**config.mk**
```make
export PLATFORM = sky130hd
export DESIGN_NAME = zvc_tile_scheduler
export DESIGN_NICKNAME = d
export VERILOG_FILES = /design/src/rtl/zvc_tile_scheduler.sv
export SDC_FILE = /design/constraint.sdc
export NUM_CORES = 1
export LEC_CHECK = 0
export BUFFER_PORTS_ARGS = -buffer_cell sky130_fd_sc_hd__buf_4
export CAP_MARGIN = 20
export CORE_MARGIN = 4
export CORE_UTILIZATION = 30
export CTS_BUF_LIST = sky130_fd_sc_hd__clkbuf_4 sky130_fd_sc_hd__clkbuf_8
export DETAILED_ROUTE_END_ITERATION = 8
export PLACE_DENSITY = 0.58
export SLEW_MARGIN = 0
export SYNTH_ARGS = -nofsm -noshare
export SYNTH_HDL_FRONTEND = slang
export SYNTH_SLANG_ARGS = --single-unit
export TNS_END_PERCENT = 10
```
**constraint.sdc**
```tcl
create_clock -name clk -period 2.6 [get_ports clk]
set_clock_uncertainty 0.15 [all_clocks]
set_input_delay 0.52 -clock clk [delete_from_list [all_inputs] [get_ports clk]]
set_output_delay 0.52 -clock clk [all_outputs]
set_load 0.02 [all_outputs]
```
**src/rtl/zvc_tile_scheduler.sv**
```systemverilog
// zvc_tile_scheduler: admits the lines of one tile into the fixed-latency
// zero-value compressor, gates admission on downstream buffer credits so no
// compressed line is ever dropped, tracks every line through the compressor
// latency and pulses done once the last line has left it.
module zvc_tile_scheduler #(
  parameter int PIPE_LAT  = 2,
  parameter int OUT_DEPTH = 4,
  parameter int CNT_WIDTH = 16
) (
  input  logic                 clk,
  input  logic                 reset_n,
  input  logic                 start,
  input  logic [CNT_WIDTH-1:0] line_count,
  input  logic                 in_valid,
  output logic                 in_ready,
  output logic                 issue,
  output logic                 res_valid,
  output logic [CNT_WIDTH-1:0] res_idx,
  input  logic                 buf_pop,
  output logic                 busy,
  output logic                 done,
  output logic                 err
);

  localparam int CR_W = $clog2(OUT_DEPTH + 1);
  localparam logic [CR_W-1:0] CR_FULL = CR_W'(OUT_DEPTH);

  typedef enum logic [1:0] {
    ST_IDLE  = 2'd0,
    ST_RUN   = 2'd1,
    ST_DRAIN = 2'd2,
    ST_DONE  = 2'd3
  } state_t;

  state_t                state_r;
  state_t                state_nxt_s;
  logic [CNT_WIDTH-1:0]  line_cnt_r;
  logic [CNT_WIDTH-1:0]  issued_cnt_r;
  logic [CNT_WIDTH-1:0]  retired_cnt_r;
  logic [CR_W-1:0]       credits_r;
  logic                  err_r;
  logic                  pipe_vld_r [PIPE_LAT];
  logic [CNT_WIDTH-1:0]  pipe_idx_r [PIPE_LAT];

  logic                  in_ready_s;
  logic                  issue_s;
  logic                  busy_s;
  logic                  done_s;
  logic                  res_valid_s;
  logic                  all_issued_s;
  logic                  retire_last_s;
  logic                  tile_load_s;

  // The compressor output stage belongs to an issued line when its valid is set.
  assign res_valid_s  = pipe_vld_r[PIPE_LAT-1];
  assign all_issued_s = (issued_cnt_r == line_cnt_r);
  // The line retiring this cycle is the last one of the tile; looking at it a
  // cycle early lets done follow the last result directly.
  assign retire_last_s = res_valid_s &&
                         (({1'b0, retired_cnt_r} + {{CNT_WIDTH{1'b0}}, 1'b1}) ==
                          {1'b0, line_cnt_r});
  assign tile_load_s  = (state_r == ST_IDLE) && start;
  assign issue_s      = in_valid && in_ready_s;

  // State register.
  always_ff @(posedge clk or negedge reset_n) begin
    if (!reset_n) begin
      state_r <= ST_IDLE;
    end else begin
      state_r <= state_nxt_s;
    end
  end

  // Next-state decode of the tile sequencing.
  always_comb begin
    state_nxt_s = state_r;
    case (state_r)
      ST_IDLE: begin
        if (start) begin
          if (line_count == {CNT_WIDTH{1'b0}}) begin
            state_nxt_s = ST_DONE;
          end else begin
            state_nxt_s = ST_RUN;
          end
        end else begin
          state_nxt_s = ST_IDLE;
        end
      end
      ST_RUN: begin
        if (all_issued_s) begin
          if (retire_last_s) begin
            state_nxt_s = ST_DONE;
          end else begin
            state_nxt_s = ST_DRAIN;
          end
        end else begin
          state_nxt_s = ST_RUN;
        end
      end
      ST_DRAIN: begin
        if (retire_last_s) begin
          state_nxt_s = ST_DONE;
        end else begin
          state_nxt_s = ST_DRAIN;
        end
      end
      ST_DONE: begin
        state_nxt_s = ST_IDLE;
      end
      default: begin
        state_nxt_s = ST_IDLE;
      end
    endcase
  end

  // State-decoded outputs; admission needs a free credit and an unissued line.
  always_comb begin
    in_ready_s = 1'b0;
    busy_s     = 1'b0;
    done_s     = 1'b0;
    case (state_r)
      ST_RUN: begin
        in_ready_s = (credits_r != {CR_W{1'b0}}) && (issued_cnt_r < line_cnt_r);
        busy_s     = 1'b1;
      end
      ST_DRAIN: begin
        busy_s = 1'b1;
      end
      ST_DONE: begin
        done_s = 1'b1;
      end
      default: begin
        in_ready_s = 1'b0;
        busy_s     = 1'b0;
        done_s     = 1'b0;
      end
    endcase
  end

  // Tile line count and issue/retire counters, restarted by each accepted command.
  always_ff @(posedge clk or negedge reset_n) begin
    if (!reset_n) begin
      line_cnt_r    <= {CNT_WIDTH{1'b0}};
      issued_cnt_r  <= {CNT_WIDTH{1'b0}};
      retired_cnt_r <= {CNT_WIDTH{1'b0}};
    end else if (tile_load_s) begin
      line_cnt_r    <= line_count;
      issued_cnt_r  <= {CNT_WIDTH{1'b0}};
      retired_cnt_r <= {CNT_WIDTH{1'b0}};
    end else begin
      if (issue_s) begin
        issued_cnt_r <= issued_cnt_r + CNT_WIDTH'(1);
      end
      if (res_valid_s) begin
        retired_cnt_r <= retired_cnt_r + CNT_WIDTH'(1);
      end
    end
  end

  // Downstream buffer credits (kept across tiles) and the sticky overflow flag.
  always_ff @(posedge clk or negedge reset_n) begin
    if (!reset_n) begin
      credits_r <= CR_FULL;
      err_r     <= 1'b0;
    end else begin
      if (issue_s && !buf_pop) begin
        credits_r <= credits_r - CR_W'(1);
      end else if (buf_pop && !issue_s && (credits_r != CR_FULL)) begin
        credits_r <= credits_r + CR_W'(1);
      end
      if (buf_pop && (credits_r == CR_FULL)) begin
        err_r <= 1'b1;
      end
    end
  end

  // Latency shadow of the compressor: one {valid, index} slot per stage.
  always_ff @(posedge clk or negedge reset_n) begin
    if (!reset_n) begin
      for (int i = 0; i < PIPE_LAT; i++) begin
        pipe_vld_r[i] <= 1'b0;
        pipe_idx_r[i] <= {CNT_WIDTH{1'b0}};
      end
    end else begin
      pipe_vld_r[0] <= issue_s;
      pipe_idx_r[0] <= issued_cnt_r;
      for (int i = 1; i < PIPE_LAT; i++) begin
        pipe_vld_r[i] <= pipe_vld_r[i-1];
        pipe_idx_r[i] <= pipe_idx_r[i-1];
      end
    end
  end

  assign in_ready  = in_ready_s;
  assign issue     = issue_s;
  assign res_valid = res_valid_s;
  assign res_idx   = pipe_idx_r[PIPE_LAT-1];
  assign busy      = busy_s;
  assign done      = done_s;
  assign err       = err_r;

endmodule

```
Yosys cells after proc, flatten, opt, wreduce, memory -nomap -nowiden

Index checks and enable logic that the tools add are counted.
Widths: inputs -> output; s select.

Reduce and logical (&&, ||, !) cells: 17
Equality and inequality tests: 7
Order comparisons: 1
Multiplexer cells: 14
Add/subtract/negate cells: 5

Operators by type and width:

| operator              | number |
|---|---|
| $mux 16               | 4 |
| $add 16x1->16 const B | 2 |
| $add 16x1->17 const B | 1 |
| $eq 17x16->1          | 1 |
| $eq 16x16->1          | 1 |
| $logic_not 16->1      | 1 |
| $lt 16x16->1          | 1 |
| $logic_and 1x1->1     | 8 |
| $pmux 2 s4            | 1 |
| $mux 2                | 3 |
| $mux 3                | 2 |
| $reduce_bool 2->1     | 3 |
| $eq 2x2->1 const B    | 2 |
| $mux 1                | 4 |
| $add 3x1->3 const B   | 1 |
| $eq 3x3->1 const B    | 1 |
| $ne 3x3->1 const B    | 1 |
| $reduce_bool 3->1     | 1 |
| $sub 3x1->3 const B   | 1 |
| $eq 2x1->1 const B    | 1 |
| $logic_not 1->1       | 2 |
| $logic_not 2->1       | 1 |
| $reduce_or 2->1       | 1 |

Output and inout bits: 22
Word-level logic and storage cells: 54
Register bits after elaboration: 88
Input port bits: 21

Longest topological paths before layout

Gate-level depths: netlist (run 1).

Depth in word-level cells: 9
Depth in mapped cells: 12
Gate-level depth less buffers: 12

Worst setup path after synthesis (run 1)

OpenSTA, ideal clock, no wires.

Path type: register to register
Start: register line_cnt_r[11]
End: register credits_r[2]
Required time: 2.372 ns
Clock period less this slack: 3.013 ns
Library setup time: 0.078 ns
Buffers on the path: 0
Stages on the path, launching flop included: 13
Arrival time: 2.786 ns
Path slack: -0.413 ns
Path through: dfrtp_1 inv_1 ha_1 a21oi_1 o21ai_1 a211oi_2 a211oi_4 nor2_2 nand2_1 fa_1 nor4_1 o22ai_1 and2_1

Word-level cells in the longest chain between the ends: 8
Elaborated cells on any way between the ends: 10
Classes of those cells: order compare: 1; mux: 2; reduce/logical: 7

RTL lines:

| element                        | RTL line | text |
|---|---|---|
| from (decl)                    | 37       | `logic [CNT_WIDTH-1:0] line_cnt_r;` |
| from (signal assigned)         | 143      | `line_cnt_r <= {CNT_WIDTH{1'b0}};` |
| from (signal assigned)         | 147      | `line_cnt_r <= line_count;` |
| $lt 16x16->1 (*)               | 123      | `in_ready_s = (credits_r != {CR_W{1'b0}}) && (issued_cnt_r < line_cnt_r);` |
| $logic_and 1x1->1 (*)          | 123      |  |
| $mux 1 (*)                     | 121      | `case (state_r)` |
| $logic_and 1x1->1 (*)          | 63       | `assign issue_s = in_valid && in_ready_s;` |
| named net issue                | 16       | `output logic issue,` |
| $logic_not 1->1                | 168      | `end else if (buf_pop && !issue_s && (credits_r != CR_FULL)) begin` |
| $logic_and 1x1->1 (2 in a row) | 168      |  |
| $reduce_bool 2->1 (no line)    | n/a      |  |
| to (signal assigned)           | 167      | `credits_r <= credits_r - CR_W'(1);` |
| to (signal assigned)           | 169      | `credits_r <= credits_r + CR_W'(1);` |
| to (decl)                      | 40       | `logic [CR_W-1:0] credits_r;` |

The timed path passes the listed nets; every way through them passes the cells marked *.
A chain may end at the register's enable or synchronous reset.

Worst setup path after layout (run 1)

Start: register issued_cnt_r[1]
End: output issue

Word-level cells in the longest chain between the ends: 4

RTL lines:

| element                | RTL line | text |
|---|---|---|
| from (decl)            | 38       | `logic [CNT_WIDTH-1:0] issued_cnt_r;` |
| from (signal assigned) | 144      | `issued_cnt_r <= {CNT_WIDTH{1'b0}};` |
| from (signal assigned) | 148      | `issued_cnt_r <= {CNT_WIDTH{1'b0}};` |
| from (signal assigned) | 152      | `issued_cnt_r <= issued_cnt_r + CNT_WIDTH'(1);` |
| $lt 16x16->1           | 123      |  |
| $logic_and 1x1->1      | 123      |  |
| $mux 1                 | 121      |  |
| $logic_and 1x1->1      | 63       |  |
| to (decl)              | 16       |  |

No other way between the ends.

==> flow_metrics.py, run 1 <==
metrics = {
    "logic_synthesis": {
        "yosys_warnings": 0,
        "ys_seq_area_frac": 0.4853,
        "synth_ff_type": "dfrtp_1",
        "avgSynthCellArea_um2": 10.23,
        "async_flop_share": 1.000,
        "netlist_instances": 444,
        "syn_nets": 489,
        "syn-cell-area_um2": 4541,
        "synth-seq-cells": 88,
        "synth_edf_count": 0,
        "synthDistinctLibCells": 58,
    },
    "worst_setup_path": {
        "cp.arrival_ns": 2.24,
        "r2r-end": "credits_r[1]$_DFFE_PN0P_",
        "cp_num_buf_inv": 2,
        "regToRegSetupSlack_ns": -0.04,
        "crit_family": "compound AO/OA/AOI/OAI gates",
        "cp_slowest_stage_delay_ns": 0.42,
        "setup.worst_path.end_class": "output port",
        "path_cells": "ha_4 > nor2b_4 > o211ai_1 > a211o_1 > a211oi_4 > nor2_4 > buf_6 > buf_4",
        "r2r_start": "line_cnt_r[6]$_DFFE_PN0P_",
        "worstSetupStartpointType": "register",
        "critPathSlowestCell": "dfrtp_1",
        "path_class": "reg -> out",
        "ff2ff_path_depth": 11,
        "cp.required_ns": 1.93,
        "cp_max_fo": 9,
    },
    "global_route": {
        "antenna_found_initial": 0,
        "grt_pass1_wl_um": 17390,
        "grt_use_total": 0.1316,
        "grt_pass1_vias": 3386,
        "gr-total-overflow": 0,
        "grt_max_degree": 50,
    },
    "clock_network": {
        "cts_tree": "done",
        "clkTransAtPathRegs_ns": 0.10,
        "cts_sinks": 88,
        "ctsHtreeMaxLevel": 3,
        "root_buffer": "clkbuf_8",
        "clkLatencyLatePin_ns": 0.38,
        "clock_tree.buffer_depth": 2,
        "cts_made_buffers": 9,
    },
    "sta": {
        "hold_viol_final": 2,
        "hold_slack_ns": -0.001972,
        "fin_crit_ns": 2.915,
        "rsz0062_at_grt": "yes",
        "period_share": 1.121,
        "fmax_ghz": 0.3431,
        "worst_pin_slew_ns": 0.6321,
        "setup_violations": 3,
        "relSlewSlack": 0.5786,
        "finalSetupTns_ns": -0.6472,
        "slew_violations": 0,
        "setup_slack_ns": -0.3148,
    },
    "outcome": {
        "status": "finished, violations left",
        "violations": "negative hold slack, negative setup slack",
    },
    "pwr": {
        "ir_worst_vdd_uv": 359.4,
        "total_power_mw": 2.569,
        "p_leak_nw": 2.563,
        "power_density_nw_per_um2": 467.9,
    },
    "layout": {
        "nets": 551,
        "mostFrequentLayoutCells": "87 x dfrtp_1, 82 x buf_4, 35 x nor2_1",
        "final-seq-area_um2": 2203,
        "antenna_cells": 0,
        "layout-area-overhead-vs-synth_pct": 20.91,
        "postLayoutCoreUtil": 0.3735,
        "multi_input_comb_area_um2": 2112,
        "final_cells": 695,
        "num-fill-cells": 1448,
        "final_layout_size_suffix_gt1_frac": 0.2544,
        "layout_commonest_cell": "dfrtp_1",
    },
    "min_path": {
        "hold_class": "in -> async",
    },
    "drt": {
        "num_vias": 3352,
        "wl_per_cell_um": 15.18,
        "wirelength_um": 10550,
        "antenna_left": 0,
        "drt_iter0_drc": 193,
        "drt_first_pass_iters": 4,
        "via_per_inst": 4.823,
        "drc": 0,
    },
    "job": {
        "maxCapViolCount": 0,
    },
    "placed_design": {
        "dp_hpwl_um": 7909,
        "gp_congestion": 0.7915,
        "dp.cells": 679,
        "numPortBuffers": 42,
    },
    "floorplanning": {
        "die_height_um": 131.0,
        "die_x_um": 131.0,
        "rows": 44,
        "die_area_um2": 17170,
        "core_um2": 14700,
        "num_io_pins": 43,
        "start_util": 0.3089,
    },
}
[worst reg2reg max path: cells and delay by family, from the launching register on]
kind | cells | cell delay [ns]
AOI/OAI and AO/OA | 5 | 0.87
adders and majority gates | 2 | 0.85
buffers and inverters | 1 | 0.07
DFF | 1 | 0.36
and+or+nand+nor | 3 | 0.25
[what timing repair did]
action,CTS,global route
hold buffers,0,0
pin swaps,4,1
buffers inserted,0,0
setup endpoints to repair,7,15
resized for setup,4,11
[worst max-delay path by stage]
stage                                to  cells past startpoint                        start  slack, ns
6_report                          issue                      8  issued_cnt_r[1]$_DFFE_PN0P_      -0.31
5_1_grt                           issue                      9    line_cnt_r[1]$_DFFE_PN0P_      -0.39
4_1_cts                        in_ready                      8  issued_cnt_r[1]$_DFFE_PN0P_      -0.37
3_5_place_dp   credits_r[1]$_DFFE_PN0P_                     12    line_cnt_r[9]$_DFFE_PN0P_      -0.04
3_3_place_gp                   in_ready                      9    line_cnt_r[1]$_DFFE_PN0P_       0.04
2_1_floorplan  credits_r[1]$_DFFE_PN0P_                     11  issued_cnt_r[1]$_DFFE_PN0P_      -0.10
[area by class of cell]
type                            count  share of cell area
Clock buffer                       11             0.02644
Clock inverter                      5            0.007293
Inverter                           27             0.01846
Multi-Input combinational cell    295              0.3847
Sequential cell                    88              0.4013
Tap cell                          184             0.04193
Timing Repair Buffer               85              0.1199
[logic make-up after synthesis]
family / after synthesis / share of synthesized area
compound gates: 72 / 0.1006
xor+xnor: 46 / 0.08873
fa+ha+maj: 24 / 0.06779
buf+inv: 61 / 0.06779
flops: 88 / 0.4853
mux: 7 / 0.01598
simple gates: 146 / 0.1739
[state kept, by name, summed over array words and instances (netlist names), 2 cells and up]
signal and flops:
state_r 2, pipe_idx_r 16, line_cnt_r 16, credits_r 3, res_idx 16, retired_cnt_r 16, issued_cnt_r 16
[through the flow]
stage	setup slack, ns	hold WS, ns	area, µm²
floorplan	-0.1042	0.07441	4551
CTS	-0.3715	0.01580	5434
global route	-0.3880	0.05288	5490
global placement	0.04102	0.1845	5226
detailed placement	-0.04219	0.1847	5226
finish	-0.3148	-0.001972	5490
[per-layer routing]
| layer | routed length, µm | global-route usage | up-vias |
|---|---|---|---|
| li1 | - | - | 1643 |
| met1 | 4942 | 0.1765 | 1643 |
| met2 | 5044 | 0.2097 | 51 |
| met3 | 378 | 0.02602 | 15 |
| met4 | 186 | 0.05142 | 0 |
| met5 | 0 | 0 | - |
[Yosys cell counts, types with 4 or more instances]
cell type  count  area, µm²
ha_1          23      287.8
xor2_1        19      166.4
nand2_1       35      131.4
o22ai_1        4      25.02
clkbuf_1       8      30.03
nand3_1       16      80.08
xnor2_1       27      236.5
and3_1         6      37.54
nor3_1         5      25.02
nor2_1        35      131.4
nand4_1       11      68.82
inv_1         27      101.4
nor4_1        12      75.07
mux2i_1        5      50.05
buf_2          6      30.03
a21oi_1       18      90.09
o21ai_0       23      115.1
dfrtp_1       87       2177
buf_4         19      142.6
[where the power goes]
group / switching (mW) / total [mW] / internal (mW)
combinational: 0.128 / 0.223 / 0.0951
sequential: 0.0266 / 1.43 / 1.40
clock: 0.526 / 0.919 / 0.393
Note: power is estimated with default switching activity, not from simulation.
==> inputs of run 2 (changes only) <==
- GPL_TIMING_DRIVEN: default -> 1
- HOLD_SLACK_MARGIN: default -> 0.15
==> run 2 against run 1 <==
  * The flow finishes with violations (negative setup slack)
  * Global-route usage unchanged
  * Clock-buffer cell count unchanged
  * Fmax increased by 0.10%
  * Flip-flop and latch count unchanged
  * Design area increased by 0.18%
  * Wire length increased by 0.13%
  * Sequential share of layout area decreased by 0.073 points
  * Clock power about the same
  * First-iteration DRC count increased by 5.7%
  * Utilization increased by 0.068 points
  * Via count decreased by 0.30%
==> flow_metrics.py, run 2 (same netlist as run 1, synthesis figures left out) <==
metrics = {
    "floorplanning": {
        "die_area_um2": 17170,
        "die_x_um": 131.0,
        "num_io_pins": 43,
        "rows": 44,
        "die_height_um": 131.0,
        "start_util": 0.3089,
        "core_um2": 14700,
    },
    "pwr": {
        "p_comb_frac": 0.087,
        "switching_share": 0.2649,
        "p_sw_mw": 0.6807,
        "internal_power_mw": 1.889,
        "clock_power_share": 0.358,
        "p_leak_nw": 2.567,
        "seqPwrFrac": 0.555,
        "ir_worst_vdd_uv": 359.3,
        "total_power_mw": 2.569,
        "power_density_nw_per_um2": 467.2,
    },
    "worst_setup_path": {
        "regToRegSetupSlack_ns": -0.05,
        "ff2ff_path_depth": 11,
        "critPathSlowestCell": "dfrtp_1",
        "setup.worst_path.end_class": "output port",
        "cp.arrival_ns": 2.24,
        "cp.required_ns": 1.93,
        "worstSetupStartpointType": "register",
        "path_cells": "ha_4 > nor2b_4 > o211ai_1 > a211o_1 > a211oi_4 > nor2_4 > buf_6 > buf_4",
        "cp-startpoint": "issued_cnt_r[1]$_DFFE_PN0P_",
        "cp_max_fo": 9,
        "r2r-end": "credits_r[1]$_DFFE_PN0P_",
        "path_class": "reg -> out",
        "r2r_start": "line_cnt_r[6]$_DFFE_PN0P_",
        "cp_slowest_stage_delay_ns": 0.42,
    },
    "clock_network": {
        "clkLatencyLatePin_ns": 0.38,
        "cts_sinks": 88,
        "ctsHtreeMaxLevel": 3,
        "clock_tree.buffer_depth": 2,
        "clkTransAtPathRegs_ns": 0.09,
        "cts_made_buffers": 9,
        "root_buffer": "clkbuf_8",
        "post_cts_buffers": 0,
        "cts_tree": "done",
    },
    "placed_design": {
        "place_ws_ns": -0.04219,
        "dp_hpwl_um": 7909,
        "numPortBuffers": 42,
        "dp.cells": 679,
        "gp_congestion": 0.7915,
    },
    "layout": {
        "nets": 552,
        "final_cells": 696,
        "mostFrequentLayoutCells": "87 x dfrtp_1, 82 x buf_4, 35 x nor2_1",
        "layout-area-overhead-vs-synth_pct": 21.14,
        "final_layout_size_suffix_gt1_frac": 0.2539,
        "antenna_cells": 0,
        "layout_commonest_cell": "dfrtp_1",
    },
    "global_route": {
        "antenna_found_initial": 0,
        "grt_max_degree": 50,
        "grt_pass1_vias": 3386,
        "grt_pass1_wl_um": 17390,
        "grt_use_total": 0.1316,
        "gr-total-overflow": 0,
    },
    "drt": {
        "drt_first_pass_iters": 4,
        "drc": 0,
        "via_per_inst": 4.802,
        "wl_per_cell_um": 15.18,
        "drt_iter0_drc": 204,
        "num_vias": 3342,
        "antenna_left": 0,
        "wirelength_um": 10570,
    },
    "sta": {
        "fmax_ghz": 0.3434,
        "period_share": 1.120,
        "setup_slack_ns": -0.3118,
        "slew_violations": 0,
        "relSlewSlack": 0.5777,
        "worst_pin_slew_ns": 0.6334,
        "rsz0062_at_grt": "yes",
        "fin_crit_ns": 2.912,
        "setup_violations": 3,
        "hold_slack_ns": 0.1968,
        "hold_viol_final": 0,
    },
    "min_path": {
        "min_to": "line_cnt_r[8]$_DFFE_PN0P_",
        "hold_class": "in -> reg",
        "holdPathStages": 3,
        "min_from": "line_count[8]",
    },
    "outcome": {
        "violations": "negative setup slack",
        "status": "finished, violations left",
    },
    "job": {
        "maxCapViolCount": 0,
    },
}
[run 2: per-stage QoR]
step	setup TNS [ns]	area, µm²	util
6_report	-0.6466	5500	0.3742
3_5_place_dp	-0.05550	5226	0.3556
3_3_place_gp	0	5226	0.3556
2_1_floorplan	-0.1684	4551	-
4_1_cts	-0.7593	5444	0.3704
5_1_grt	-1.118	5500	0.3742
[run 2: worst max path at each step]
stage / endpoint / slack [ns] / cells after the start
detailed placement: credits_r[1]$_DFFE_PN0P_ / -0.04 / 12
global placement: in_ready / 0.04 / 9
global route: issue / -0.39 / 9
CTS: in_ready / -0.37 / 8
finish: issue / -0.31 / 8
floorplan: credits_r[1]$_DFFE_PN0P_ / -0.10 / 11
[run 2: timing repair]
action,4_1_cts,5_1_grt
hold buffers,1,0
setup endpoints to repair,7,15
pin swaps,4,1
gates cloned,0,0
endpoints found under the hold margin,46,0
gates resized for setup,4,11
[run 2: layer usage]
| layer | GRT usage | vias to the layer above | part of all wire |
|---|---|---|---|
| met5 | 0 | - | 0 |
| met3 | 0.02602 | 15 | 0.032 |
| li1 | - | 1643 | - |
| met2 | 0.2097 | 43 | 0.48 |
| met1 | 0.1765 | 1641 | 0.47 |
| met4 | 0.05142 | 0 | 0.018 |
[run 2: power by group through the flow]
stage,registers (mW),clock network [mW],logic [mW]
6_report,1.43,0.919,0.224
5_1_grt,1.43,1.00,0.254
4_1_cts,1.43,0.949,0.229
3_5_place_dp,1.45,0,0.219
3_3_place_gp,1.45,0,0.205
2_1_floorplan,1.45,0,0.123
[run 2: critical path, delay by kind of cell (launching register included)]
family	cells	cell delay, ns
AOI/OAI and AO/OA	3	0.68
buffers and inverters	2	0.30
adders and majority gates	1	0.27
and+or+nand+nor	2	0.19
DFF	1	0.42
[run 2: final cells by class]
class	instances	area [µm²]
clock buffer	11	145.1
clock inverter	5	40.04
fill	1450	9199
inverter	27	101.3
multi-input combinational	295	2112
sequential	88	2203
tap	184	230.2
timing repair buffer	86	668.1
